`src/rtl/vga_pkg.sv`:
```
// Shared VGA timing defaults, RGB332 field layout and colour helpers.
// Used by the scan-out stage and by the sprite/maze colour tables.
package vga_pkg;

    localparam int H_ACTIVE_DEF = 640;
    localparam int H_FP_DEF     = 16;
    localparam int H_SYNC_DEF   = 96;
    localparam int H_BP_DEF     = 48;
    localparam int V_ACTIVE_DEF = 480;
    localparam int V_FP_DEF     = 10;
    localparam int V_SYNC_DEF   = 2;
    localparam int V_BP_DEF     = 33;

    localparam int H_TOTAL = H_ACTIVE_DEF + H_FP_DEF + H_SYNC_DEF + H_BP_DEF;
    localparam int V_TOTAL = V_ACTIVE_DEF + V_FP_DEF + V_SYNC_DEF + V_BP_DEF;

    localparam int CNT_W = 10;

    // RGB332 layout: {R[2:0], G[2:0], B[1:0]}
    localparam int R_MSB = 7;
    localparam int R_LSB = 5;
    localparam int G_MSB = 4;
    localparam int G_LSB = 2;
    localparam int B_MSB = 1;
    localparam int B_LSB = 0;

    localparam logic [7:0] BLK = 8'h00;

    typedef struct packed {
        logic [3:0] r;
        logic [3:0] g;
        logic [3:0] b;
    } rgb444_t;

    typedef struct packed {
        logic hs;
        logic vs;
        logic active;
    } raster_t;

    localparam raster_t RASTER_IDLE = '{hs: 1'b1, vs: 1'b1, active: 1'b0};

    // MSB replication keeps full-scale inputs mapping to full-scale outputs.
    function automatic rgb444_t expand_rgb332(input logic [7:0] p);
        rgb444_t c;
        c.r = {p[R_MSB:R_LSB], p[R_MSB]};
        c.g = {p[G_MSB:G_LSB], p[G_MSB]};
        c.b = {p[B_MSB:B_LSB], p[B_MSB:B_LSB]};
        return c;
    endfunction

endpackage

```
`src/rtl/vga_delay_line.sv`:
```
// Fixed-depth shift register with synchronous reset to a chosen idle value.
module vga_delay_line #(
    parameter int             W       = 3,
    parameter int             DEPTH   = 2,
    parameter logic [W-1:0]   RST_VAL = '0
) (
    input  logic         clk,
    input  logic         rst,
    input  logic [W-1:0] d,
    output logic [W-1:0] q
);

    logic [DEPTH-1:0][W-1:0] stages;

    always_ff @(posedge clk) begin
        if (rst) begin
            stages <= {DEPTH{RST_VAL}};
        end else begin
            stages[0] <= d;
            for (int i = 1; i < DEPTH; i++) begin
                stages[i] <= stages[i-1];
            end
        end
    end

    assign q = stages[DEPTH-1];

endmodule

```
`src/rtl/vga_scan_out.sv`:
```
// VGA scan-out: raster counters, sync/blank generation delayed to meet the
// returning pixel stream, and RGB332 -> RGB444 pin register.
module vga_scan_out
    import vga_pkg::*;
#(
    parameter int H_ACTIVE   = H_ACTIVE_DEF,
    parameter int H_FP       = H_FP_DEF,
    parameter int H_SYNC     = H_SYNC_DEF,
    parameter int H_BP       = H_BP_DEF,
    parameter int V_ACTIVE   = V_ACTIVE_DEF,
    parameter int V_FP       = V_FP_DEF,
    parameter int V_SYNC     = V_SYNC_DEF,
    parameter int V_BP       = V_BP_DEF,
    parameter int PIPE_DELAY = 2
) (
    input  logic             clk,
    input  logic             rst,
    input  logic [7:0]       pixel_in,
    output logic [CNT_W-1:0] hc,
    output logic [CNT_W-1:0] vc,
    output logic             frame_tick,
    output logic             vga_hs,
    output logic             vga_vs,
    output logic [3:0]       vga_r,
    output logic [3:0]       vga_g,
    output logic [3:0]       vga_b
);

    localparam int HT = H_ACTIVE + H_FP + H_SYNC + H_BP;
    localparam int VT = V_ACTIVE + V_FP + V_SYNC + V_BP;

    localparam logic [CNT_W-1:0] H_LAST     = CNT_W'(HT - 1);
    localparam logic [CNT_W-1:0] V_LAST     = CNT_W'(VT - 1);
    localparam logic [CNT_W-1:0] H_ACT_END  = CNT_W'(H_ACTIVE);
    localparam logic [CNT_W-1:0] V_ACT_END  = CNT_W'(V_ACTIVE);
    localparam logic [CNT_W-1:0] HS_FIRST   = CNT_W'(H_ACTIVE + H_FP);
    localparam logic [CNT_W-1:0] HS_LAST    = CNT_W'(H_ACTIVE + H_FP + H_SYNC - 1);
    localparam logic [CNT_W-1:0] VS_FIRST   = CNT_W'(V_ACTIVE + V_FP);
    localparam logic [CNT_W-1:0] VS_LAST    = CNT_W'(V_ACTIVE + V_FP + V_SYNC - 1);

    raster_t raw;
    raster_t dly;
    rgb444_t pix_q;

    always_ff @(posedge clk) begin
        if (rst) begin
            hc         <= '0;
            vc         <= '0;
            frame_tick <= 1'b0;
        end else begin
            frame_tick <= (hc == H_LAST) && (vc == V_LAST);
            if (hc == H_LAST) begin
                hc <= '0;
                vc <= (vc == V_LAST) ? '0 : vc + 1'b1;
            end else begin
                hc <= hc + 1'b1;
            end
        end
    end

    always_comb begin
        raw        = RASTER_IDLE;
        raw.hs     = !((hc >= HS_FIRST) && (hc <= HS_LAST));
        raw.vs     = !((vc >= VS_FIRST) && (vc <= VS_LAST));
        raw.active = (hc < H_ACT_END) && (vc < V_ACT_END);
    end

    // Matches the latency of the frame-buffer read so sync and colour stay coincident.
    vga_delay_line #(
        .W       ($bits(raster_t)),
        .DEPTH   (PIPE_DELAY),
        .RST_VAL (RASTER_IDLE)
    ) u_dly (
        .clk (clk),
        .rst (rst),
        .d   (raw),
        .q   (dly)
    );

    always_ff @(posedge clk) begin
        if (rst) begin
            vga_hs <= 1'b1;
            vga_vs <= 1'b1;
            pix_q  <= expand_rgb332(BLK);
        end else begin
            vga_hs <= dly.hs;
            vga_vs <= dly.vs;
            pix_q  <= dly.active ? expand_rgb332(pixel_in) : expand_rgb332(BLK);
        end
    end

    assign vga_r = pix_q.r;
    assign vga_g = pix_q.g;
    assign vga_b = pix_q.b;

endmodule

```
`config.mk`:
```
export PLATFORM = sky130hd
export DESIGN_NAME = vga_scan_out
export DESIGN_NICKNAME = d
export VERILOG_FILES = /design/src/rtl/vga_pkg.sv /design/src/rtl/vga_delay_line.sv /design/src/rtl/vga_scan_out.sv
export SDC_FILE = /design/constraint.sdc
export NUM_CORES = 1
export LEC_CHECK = 0
export CAP_MARGIN = 10
export CORE_MARGIN = 2
export CORE_UTILIZATION = 41
export DETAILED_ROUTE_END_ITERATION = 6
export PLACE_DENSITY = 0.8
export SYNTH_ARGS = -nofsm -noshare
export SYNTH_HDL_FRONTEND = slang
export SYNTH_SLANG_ARGS = --single-unit
export TNS_END_PERCENT = 50
```
`constraint.sdc`:
```
create_clock -name clk -period 2.1 [get_ports clk]
set_clock_uncertainty 0.05 [all_clocks]
set_input_delay 0.525 -clock clk [delete_from_list [all_inputs] [get_ports clk]]
set_output_delay 0.525 -clock clk [all_outputs]
set_load 0.005 [all_outputs]
```
Word level (Yosys, flattened, before mapping):

Index checks and enable logic that the tools add are counted.

* bits in registers: 41
* latch bits: 0
* bits in writable memories: 0
* ROM bits: 0
* input port bits: 10
* output and inout port bits: 35
* logic and storage cells: 30
* memories: 0

* add/subtract/negate cells: 2
* $mul: 0
* div/mod/pow operators: 0
* $lt $le $gt $ge: 6
* eq/ne operators: 2
* shift operators: 0
* mux-type cells: 1
* bitwise logic cells: 1
* reduce and logical (&&, ||, !) cells: 8

Operators by type and width (count)
* $add A10 B1 Y10 const B: 2
* $eq A10 B10 Y1 const B: 2
* $ge A10 B10 Y1 const B: 1
* $ge A10 B9 Y1 const B: 1
* $le A10 B10 Y1 const B: 1
* $le A10 B9 Y1 const B: 1
* $lt A10 B10 Y1 const B: 1
* $lt A10 B9 Y1 const B: 1
* $mux W10: 1
* $logic_and A1 B1 Y1: 4
* $reduce_or A2 Y1: 2
* $logic_not A1 Y1: 2
* $not A1 Y1: 1

Logic depth before layout (Yosys ltp):

* depth after elaboration: 3
* gate-level depth with buffers: 6
* gate-level depth less buffers: 5

By module:

Synthesis repeated with hierarchy kept, for this count alone.

* cell total of the unflattened synthesis: 159
* area, all modules: 1501.4 µm²

Modules (own cells, without submodules)
* vga_scan_out: instances 1, cells an instance 144, area each 1321.3 µm², seq. area each 620.6 µm²
* vga_delay_line: instances 1, cells an instance 15, area each 180.2 µm², seq. area each 120.1 µm²

Worst setup path before layout:

OpenSTA, ideal clock, no wires.

* path type: flip-flop to flip-flop
* start: reg hc[4]
* end: reg vc[9]
* setup time: 0.070 ns
* arrival: 1.918 ns
* required time: 1.980 ns
* path slack: 0.062 ns
* cell stages (with the launch flop): 6
* buffers on the path: 1
* clock period less this slack: 2.038 ns
* cells stage by stage: dfxtp_1 > or3b_1 > buf_2 > or4_4 > or3_1 > a21oi_1

* longest elaborated chain between the ends: 1

Ends and longest elaborated chain
* start: declaration: line vga_scan_out.sv:19 `output logic [CNT_W-1:0] hc,`
* start signal: assignment: line vga_scan_out.sv:56 `hc <= hc + 1'b1;`
* $eq A10 B10 Y1: line vga_scan_out.sv:52 `if (hc == H_LAST) begin`
* end signal: assignment: line vga_scan_out.sv:54 `vc <= (vc == V_LAST) ? '0 : vc + 1'b1;`
* end: declaration: line vga_scan_out.sv:20 `output logic [CNT_W-1:0] vc,`

No other way between the ends.
A chain may end at the register's enable or synchronous reset.

Worst setup path after layout:

* start: reg hc[6]
* end: out hc[6]

No word-level cell between the ends.

==> flow_summary.yaml <==
cells_and_area:
  syn_to_final_growth_pct: 39.5
  layout.nets: 226
  nFillCells: 315
  fin_util_pct: 60.8
  layout-drive-gt1-share_pct: 12.7
  n_antenna_cell: 0
  final_area_mm2: 0.00208
  instances_no_fill: 258
routing:
  ant_nets: 0
  wl_per_cell_um: 12.2
  drt_iter0_drc: 23
  dr_total_vias: 1266
  drc: 0
  wl_mm: 3.15
  firstDrtPassIters: 4
  post_drt_via_cell_ratio: 4.91
timing:
  setup_viol: 0
  worst-slew-pin-transition_ns: 0.360
  min_period_ns: 2.04
  final.setup.tns_ns: 0
  hold_slack_ns: 0.369
  rsz0062_at_grt: "false"
  finalCritPeriodShare_pct: 97.1
  fmax_mhz: 490
  maxSlewViolCount: 0
  slew_headroom_pct: 75.9
  hold_violations: 0
critical_path:
  critPathKind: "reg -> out"
  worst_ep_required_time_ns: 1.52
  path_cells: "clkdlybuf4s50_1"
  crit_path_end_kind: "primary output"
  cpMaxStageDelayCell: "clkdlybuf4s50_1"
  cp_top_family: "buffers and inverters"
  cp.arrival_ns: 1.46
  worst-path-buf-inv: 1
  cp-start-kind: "register"
  worst-path-max-fanout: 9
  slowest_delay_ns: 0.58
placed_design:
  dp_cells: 250
  place_area_mm2: 0.00202
  dp_hpwl_mm: 2.26
  portBuffers: 44
  gp_congestion: 0.793
floorplan:
  die_y_um: 64.2
  row_count: 21
  die_w_um: 64.2
  start_util_pct: 43.6
  ios: 45
  dieArea_mm2: 0.00413
  core-area_mm2: 0.00342
yosys:
  synth_seq_area_share_pct: 49.8
  ys_warn_count: 0
  syn-cell-area_mm2: 0.00149
  syn_inst: 157
  synth-seq-cells: 37
  ys_types: 31
  syn_nets: 172
  syn_area_per_cell_um2: 9.48
cts:
  worst_skew_pair.late_latency_ns: 0.34
  ctsHoldBuffers: 0
  htreeDepth: 2
  post_cts_buffers: 0
  cts_resized: 0
  cts_root_buffer: "clkbuf_4"
  cts_buffers: 5
  tritoncts: "built"
  clock-sinks: 37
  cts_buffer_depth: 2
  clkTransAtPathRegs_ns: 0.10
grt:
  grt_pass1_vias: 1229
  grt_max_degree: 14
  grt_util_all_layers_pct: 17.1
  antenna_found_initial: 0
  grt_overflow: 0
  grt_pass1_wl_mm: 5.51
status:
  status: "finished clean"
power:
  p_int_mw: 0.887
  seqPwrFrac_pct: 62.9
  combPwrFrac_pct: 6.4
  ir_drop_mv: 0.361
  power_density_mw_per_mm2: 550
  power.switching_mw: 0.254
  cellLeakagePower_nw: 0.762
  switching_share_pct: 22.3
  p_clk_share_pct: 30.7
min_path:
  worstHoldPathType: "reg -> reg"
run:
  cap_viol_max_count: 0
routing by layer:
metal,vias to the layer above,global-route usage [%],wire length (µm)
li1,628,-,-
met1,581,19.6,1380
met2,51,29.2,1490
met3,6,5.11,218
met4,0,7.98,65
met5,-,0,0
cell families (layout without fill, tap and decap cells):
| kind of cell | count (synthesis) | count (layout) | share of synthesized area, % |
|---|---|---|---|
| buffers and inverters | 14 | 69 | 4.71 |
| AO/OA/AOI/OAI | 8 | 8 | 3.03 |
| adder cells (fa/ha/maj) | 5 | 5 | 4.21 |
| multiplexers | 1 | 1 | 0.673 |
| flip-flops | 37 | 37 | 49.8 |
| XOR/XNOR | 14 | 14 | 8.24 |
| AND/OR/NAND/NOR | 78 | 78 | 29.4 |
metrics by stage:
step,power [mW],setup slack [ns]
floorplan,0.761,0.0621
global placement,0.806,0.256
detailed placement,0.808,0.244
CTS,1.15,0.0651
global route,1.20,0.0204
finish,1.14,0.0611
registers in the layout, indices dropped and copies added (netlist names):
name	flops
vga_g	3
frame_tick	1
vga_hs	1
hc	10
vga_r	3
vga_b	2
vc	10
u_dly.q	3
u_dly.stages	3
vga_vs	1
power groups by stage:
stage	logic (mW)	registers [mW]	clock network, mW
detailed placement	0.0738	0.734	0
finish	0.0731	0.718	0.350
CTS	0.0745	0.718	0.362
global placement	0.0729	0.734	0
floorplan	0.0248	0.737	0
global route	0.0815	0.719	0.394
Yosys cell counts:
cell	instances	area, µm²
and2_1	8	50.1
clkbuf_1	3	11.3
dfxtp_1	37	741
nor4_2	1	12.5
a21oi_1	3	15.0
nor4bb_1	1	10.0
inv_1	5	18.8
nor2b_1	3	18.8
or4_1	1	7.51
and3_1	2	12.5
or4_4	2	22.5
nand4b_1	3	26.3
mux2i_1	1	10.0
nor2_1	23	86.3
xnor2_1	7	61.3
or3_1	3	18.8
nor4_1	2	12.5
buf_4	4	30.0
xor2_1	7	61.3
and4b_1	1	10.0
o21ai_0	4	20.0
buf_2	2	10.0
or3b_1	1	8.76
nor3_1	3	15.0
ha_1	5	62.6
a41o_1	1	10.0
nand2_1	10	37.5
nand3_1	2	10.0
nand4_1	6	37.5
or2_2	5	31.3
and4_1	1	8.76
cell usage in the layout, fill, tap and decap left out, types with 6 or more instances in the layout:
cell	synthesis	layout
nand4_1	6	6
nor2_1	23	23
xnor2_1	7	7
dfxtp_1	37	37
buf_4	4	12
and2_1	8	8
nand2_1	10	10
clkdlybuf4s50_1	0	44
xor2_1	7	7
final timing paths:
kind / depth (start not counted) / startpoint / end / slack, ns
worst max-delay path: 1 / hc[6] / hc[6] / 0.06
worst min-delay path: 1 / u_dly.stages[2] / u_dly.q[2] / 0.37
worst max register to register: 4 / hc[5] / vc[9] / 0.21
worst min register to register: 1 / u_dly.stages[2] / u_dly.q[2] / 0.37
final cells by class:
| cell class | instances | area [µm²] | share of cell area [%] |
|---|---|---|---|
| multi-input cells | 106 | 677 | 32.6 |
| well taps | 46 | 57.6 | 2.77 |
| flip-flops and latches | 37 | 741 | 35.7 |
| inverters | 5 | 18.8 | 0.904 |
| clock buffers | 6 | 41.3 | 1.99 |
| repair buffers | 56 | 531 | 25.6 |
| clock inverters | 2 | 10.0 | 0.482 |
Note: power is estimated with default switching activity, not from simulation.
